### config.mk
export PLATFORM = sky130hd
export DESIGN_NAME = pe_stream_rd_dma
export DESIGN_NICKNAME = d
export VERILOG_FILES = /design/src/rtl/pe_stream_rd_dma.sv
export SDC_FILE = /design/constraint.sdc
export NUM_CORES = 1
export LEC_CHECK = 0
export ABC_AREA = 1
export CORE_MARGIN = 2
export CORE_UTILIZATION = 58
export DETAILED_ROUTE_END_ITERATION = 8
export PLACE_DENSITY = 0.78
export SKIP_LAST_GASP = 1
export SLEW_MARGIN = 20
export SYNTH_ARGS = -nofsm -noshare
export SYNTH_HDL_FRONTEND = slang
export SYNTH_SLANG_ARGS = --single-unit
### constraint.sdc
create_clock -name clk -period 3.45 [get_ports clk]
set_input_delay 0.69 -clock clk [delete_from_list [all_inputs] [get_ports clk]]
set_output_delay 0.69 -clock clk [all_outputs]
set_load 0.005 [all_outputs]
### src/rtl/pe_stream_rd_dma.sv
// Read DMA for the PE stream path: turns one (addr, len) descriptor into a burst of memory reads
// and streams the in-order responses to a downstream lane through a credit-managed FIFO.
module pe_stream_rd_dma #(
  parameter int unsigned DATA_W     = 32,
  parameter int unsigned ADDR_W     = 24,
  parameter int unsigned LEN_W      = 12,
  parameter int unsigned FIFO_DEPTH = 8
) (
  input  logic              clk,
  input  logic              reset_poweron,
  input  logic              desc_valid,
  output logic              desc_ready,
  input  logic [ADDR_W-1:0] desc_addr,
  input  logic [LEN_W-1:0]  desc_len,
  output logic              mem_req_valid,
  input  logic              mem_req_ready,
  output logic [ADDR_W-1:0] mem_req_addr,
  input  logic              mem_rsp_valid,
  input  logic [DATA_W-1:0] mem_rsp_data,
  output logic              lane_valid,
  input  logic              lane_ready,
  output logic [DATA_W-1:0] lane_data,
  output logic              lane_eom,
  output logic              busy
);

  localparam int unsigned PtrW = (FIFO_DEPTH > 1) ? $clog2(FIFO_DEPTH) : 1;
  localparam int unsigned CntW = PtrW + 1;
  localparam logic [CntW:0] DepthWide = (CntW + 1)'(FIFO_DEPTH);
  localparam logic [CntW-1:0] DepthCnt = CntW'(FIFO_DEPTH);

  typedef enum logic [1:0] {StIdle, StIssue, StDrain} state_e;

  state_e            state_q, state_d;
  logic [ADDR_W-1:0] addr_q, addr_d;
  logic [LEN_W-1:0]  remain_q, remain_d;
  logic [LEN_W-1:0]  len_q, len_d;
  logic [LEN_W-1:0]  delivered_q, delivered_d;
  logic [CntW-1:0]   outstanding_q, outstanding_d;
  logic [CntW-1:0]   fifo_cnt_q, fifo_cnt_d;
  logic [PtrW-1:0]   wr_ptr_q, rd_ptr_q;
  logic [DATA_W-1:0] fifo_mem [FIFO_DEPTH];

  logic            desc_fire, req_fire, push, pop;
  logic            credit, fifo_full;
  logic [CntW:0]   in_use;

  // Outstanding reads plus buffered words bound what may still land in the FIFO, so a request
  // is only offered while that sum leaves room.
  assign in_use    = {1'b0, outstanding_q} + {1'b0, fifo_cnt_q};
  assign credit    = (in_use < DepthWide);
  assign fifo_full = (fifo_cnt_q == DepthCnt);

  assign desc_ready    = (state_q == StIdle) && !reset_poweron;
  assign mem_req_valid = (state_q == StIssue) && credit;
  assign mem_req_addr  = addr_q;
  assign lane_valid    = (fifo_cnt_q != '0);
  assign lane_data     = fifo_mem[rd_ptr_q];
  assign lane_eom      = lane_valid && ((delivered_q + LEN_W'(1)) == len_q);
  assign busy          = (state_q != StIdle);

  assign desc_fire = desc_valid && desc_ready;
  assign req_fire  = mem_req_valid && mem_req_ready;
  assign push      = mem_rsp_valid;
  assign pop       = lane_valid && lane_ready;

  always_comb begin
    state_d     = state_q;
    addr_d      = addr_q;
    remain_d    = remain_q;
    len_d       = len_q;
    delivered_d = pop ? (delivered_q + LEN_W'(1)) : delivered_q;

    unique case (state_q)
      StIdle: begin
        if (desc_fire) begin
          addr_d      = desc_addr;
          len_d       = desc_len;
          remain_d    = desc_len;
          delivered_d = '0;
          state_d     = (desc_len != '0) ? StIssue : StDrain;
        end
      end
      StIssue: begin
        if (req_fire) begin
          addr_d   = addr_q + ADDR_W'(1);
          remain_d = remain_q - LEN_W'(1);
          if (remain_q == LEN_W'(1)) begin
            state_d = StDrain;
          end
        end
      end
      StDrain: begin
        // Covers the zero-length descriptor too: nothing to deliver, leave next cycle.
        if (delivered_d == len_q) begin
          state_d = StIdle;
        end
      end
      default: state_d = StIdle;
    endcase
  end

  always_comb begin
    outstanding_d = outstanding_q + CntW'(req_fire) - CntW'(push);
    fifo_cnt_d    = fifo_cnt_q + CntW'(push) - CntW'(pop);
  end

  always_ff @(posedge clk or posedge reset_poweron) begin
    if (reset_poweron) begin
      state_q       <= StIdle;
      addr_q        <= '0;
      remain_q      <= '0;
      len_q         <= '0;
      delivered_q   <= '0;
      outstanding_q <= '0;
      fifo_cnt_q    <= '0;
      wr_ptr_q      <= '0;
      rd_ptr_q      <= '0;
    end else begin
      state_q       <= state_d;
      addr_q        <= addr_d;
      remain_q      <= remain_d;
      len_q         <= len_d;
      delivered_q   <= delivered_d;
      outstanding_q <= outstanding_d;
      fifo_cnt_q    <= fifo_cnt_d;
      if (push) begin
        wr_ptr_q <= wr_ptr_q + PtrW'(1);
      end
      if (pop) begin
        rd_ptr_q <= rd_ptr_q + PtrW'(1);
      end
    end
  end

  // Data storage needs no reset; validity is tracked by the counters above.
  always_ff @(posedge clk) begin
    if (push) begin
      fifo_mem[wr_ptr_q] <= mem_rsp_data;
    end
  end

  fifo_no_overflow_a: assert property (@(posedge clk) disable iff (reset_poweron)
    !(push && fifo_full && !pop));

  rsp_has_request_a: assert property (@(posedge clk) disable iff (reset_poweron)
    !(push && (outstanding_q == '0)));

  req_held_a: assert property (@(posedge clk) disable iff (reset_poweron)
    (mem_req_valid && !mem_req_ready) |=> (mem_req_valid && $stable(mem_req_addr)));

endmodule
==> impl_metrics.ini <==
[critical_path]
setup.worst_path.start_class = flip-flop
path_delay_family = buffers and inverters
critPathArrivalTime_ns = 2.66
crit_fanout = 18
path_cells = inv_2 > buf_4 > o21ai_0 > o22ai_1 > nor2_1 > a31oi_1 > clkdlybuf4s50_1
critical_path_buf_inv_count = 3
cp_data_required_time_ns = 2.76
crit_path_start = rd_ptr_q[1]$_DFFE_PP0P_
timing.rr.start = outstanding_q[3]$_DFF_PP0_
critical_path_class = reg -> out
highest_delay_cell_along_the_critical_path = clkdlybuf4s50_1
slowest_delay_ns = 0.59
endpoint_kind = output port

[floorplanning]
io_pins = 135
floorplan.initialDensity = 0.592
num_rows = 58
die_area_um2 = 27000
core_area_um2 = 25200
fp.dieW_um = 164
floorplan.die.height_um = 164

[clock_tree]
root_buffer = clkbuf_16
clock_latency_ns = 0.51
cts_hold_repair.buffers = 0
cts.clk_slew.worst_paths_ns = 0.06
tritoncts_num_sinks = 332
cts_tree = done
cts_made_buffers = 34
clk_path_buf_depth = 3
htreeDepth = 2

[placed_design]
dpl_worst_slack_ns = 0.514
place_congestion = 0.878
detailedPlacementHpwl_um = 20800
buffer_ports.inserted = 134

[power]
leakagePower_uw = 0.00673
sequentialPowerShare = 0.371
power.share.clock = 0.223
power_report.internal_total_uw = 9880
power.share.combinational = 0.406
sw_ratio = 0.370
switching_power_uw = 5790
power.density_nw_per_um2 = 877
irDropWorstVdd_uv = 621

[route]
totalWireLength_um = 33700
drt_pass1_iterations = 6
detail_route.wl_per_cell_um = 17.4
vias = 11027
via_per_inst = 5.70
drt_drc_violations_left = 0
drt_iter0_drc = 897
antenna_violating_nets_post_route = 0

[outcome]
status = finished clean

[logic_synthesis]
synth.yosys.warnings = 0
post_synth_instance_area_um2 = 14900
syn_inst = 1443
synth-adder-area-share = 0.0178
mappedNetlistNets = 1537
yosys.area_share.simple = 0.161
synth_enable_flop_cells = 256
synthesis.area_per_instance_um2 = 10.3
synth-seq-area-share = 0.644
post_synth_mux_area_share = 0
synth_largest_area_cell = edfxtp_1
synth_xor_xnor_area_share = 0.0153
synth_largest_type_area_fraction = 0.516
number_of_distinct_library_cell_variants_in_the_gate_level_netlist_after_synthesis = 43
post_synth_top_flop = edfxtp_1
fraction_of_the_mapped_netlist_area_in_compound_gates = 0.118
synthTopCellsByArea = edfxtp_1 52%, dfrtp_1 13%, nor2_1 7.2%
synth-seq-cells = 332
async_reset_ff_frac = 0.229
synth_top_family_by_area = simple AND/OR/NAND/NOR gates

[timing]
skew_ns = 0.0150
min_period_over_period = 0.972
fin_ws_ns = 0.0972
post-route-min-period_ns = 3.35
setup_violations = 0
maxSlewHeadroom = 0.507
timing.final.hold_violations = 0
finalMaxSlewViolations = 0
grt_setup_unrepaired = yes
tightest_slew_ns = 0.737
max_freq_mhz = 298

[run]
max-cap-violations = 0

[global_route]
groute.usage.overall = 0.252
grt_pass1_vias = 10734
number_of_antenna_violations_at_the_first_check_in_global_routing = 1
grt_max_degree = 82
grt_first_pass_wirelength_um = 53600
globalRouteOverflowTotal = 0

[final_layout]
layout.nets = 1674
num_antenna_cells = 0
synthToLayoutAreaGrowth_pct = 19.9
drive_gt1_frac = 0.0773
utilization = 0.709

[min_path]
timing.hold.worst.class = in -> async
-- worst paths after layout --
kind / to / slack [ns] / depth (start not counted)
max: lane_data[20] / 0.1 / 7
min: state_q[0]$_DFFE_PP0P_ / 0.49 / 2
max reg2reg: outstanding_q[2]$_DFF_PP0_ / 1.01 / 8
min reg2reg: outstanding_q[0]$_DFF_PP0_ / 0.51 / 1
max in group asynchronous: mem_req_addr[14]$_DFFE_PP0P_ / 2.27 / 3
min in group clk: outstanding_q[0]$_DFF_PP0_ / 0.51 / 1
-- per-stage QoR --
step | total power [uW] | area, um2 | hold WS [ns] | instances | TNS [ns]
final | 15700 | 17900 | 0.487 | 1934 | 0
after CTS | 15700 | 17800 | 0.490 | 1932 | 0
after global routing | 16700 | 17900 | 0.530 | 1934 | -0.00154
after floorplan | 9630 | 14900 | 0.472 | 1443 | 0
after global placement | 12000 | 16800 | 0.499 | 1872 | 0
after detailed placement | 12200 | 16800 | 0.497 | 1872 | 0
-- logic make-up (layout without fill, tap and decap cells) --
family                   after synthesis  count (layout)
AO/OA/AOI/OAI                        320             320
AND/OR/NAND/NOR                      574             574
XOR/XNOR                              26              26
buffers and inverters                171             332
flip-flops                           332             332
adder cells (fa/ha/maj)               20              20
-- power by group through the flow --
stage               Clock, uW  Combinational [uW]  Sequential, uW
global route             3690                7100            5900
CTS                      3530                6360            5800
detailed placement          0                6290            5870
finish                   3490                6360            5810
global placement            0                6120            5840
floorplan                   0                3930            5700
-- cells in the mapped netlist, drive strengths merged (15+ instances only) --
library cell  number
a21oi             26
a31oi             38
buf               21
clkbuf            49
dfrtp             76
edfxtp           256
ha                18
inv              101
nand2            181
nand3             65
nor2             292
nor3              15
o21ai            197
o22ai             39
xor2              21
-- layout make-up --
| class | count | area [um2] |
|---|---|---|
| timing repair buffer | 171 | 1700 |
| multi-input combinational | 940 | 4720 |
| tap | 330 | 413 |
| clock buffer | 43 | 916 |
| clock inverter | 17 | 139 |
| fill | 1746 | 7330 |
| sequential | 332 | 9590 |
| inverter | 101 | 380 |
-- worst register-to-register path: cells and delay by family, from the launching register on --
family        cells  cell delay (ns)
fa+ha+maj         4             1.24
simple gates      2             0.47
buf+inv           1             0.04
xor+xnor          1             0.17
flops             1             0.39
-- state kept, by name (all words and copies together) (netlist names) --
signal / count
len_q: 12
outstanding_q: 4
remain_q: 12
wr_ptr_q: 3
fifo_cnt_q: 4
fifo_mem: 256
mem_req_addr: 24
delivered_q: 12
state_q: 2
rd_ptr_q: 3
-- layout by cell type (no fill, tap or decap), drive strengths merged, types with 2 or more instances in the layout --
cell type      Yosys  final
dfrtp             76     76
clkdlybuf4s50      0    133
clkbuf            49     43
clkinv             0     14
nand3             65     65
nor3              15     15
buf               21     37
nor2             292    292
nand2            181    181
xnor2              5      5
o31ai              2      2
inv              101    101
ha                18     18
nor4               4      4
fa                 2      2
xor2              21     21
o211ai             9      9
a22oi              3      3
edfxtp           256    256
a31oi             38     38
o21ai            197    197
bufinv             0      2
or2                2      2
nand4             12     12
a21oi             26     26
nand3b             2      2
o22ai             39     39
-- routing by layer --
metal,up-vias,wire (um),track usage
li1,5301,-,-
met1,5251,13700,0.331
met2,407,16800,0.431
met3,66,2400,0.0470
met4,2,746,0.0698
met5,-,16,0
-- timing repair --
action,in CTS,in global routing
gates cloned,0,0
buffers inserted,0,2
pin swaps,0,2
resized for setup,1,6
setup endpoints to repair,1,2
No activity file was read; power rests on OpenSTA's default activity.
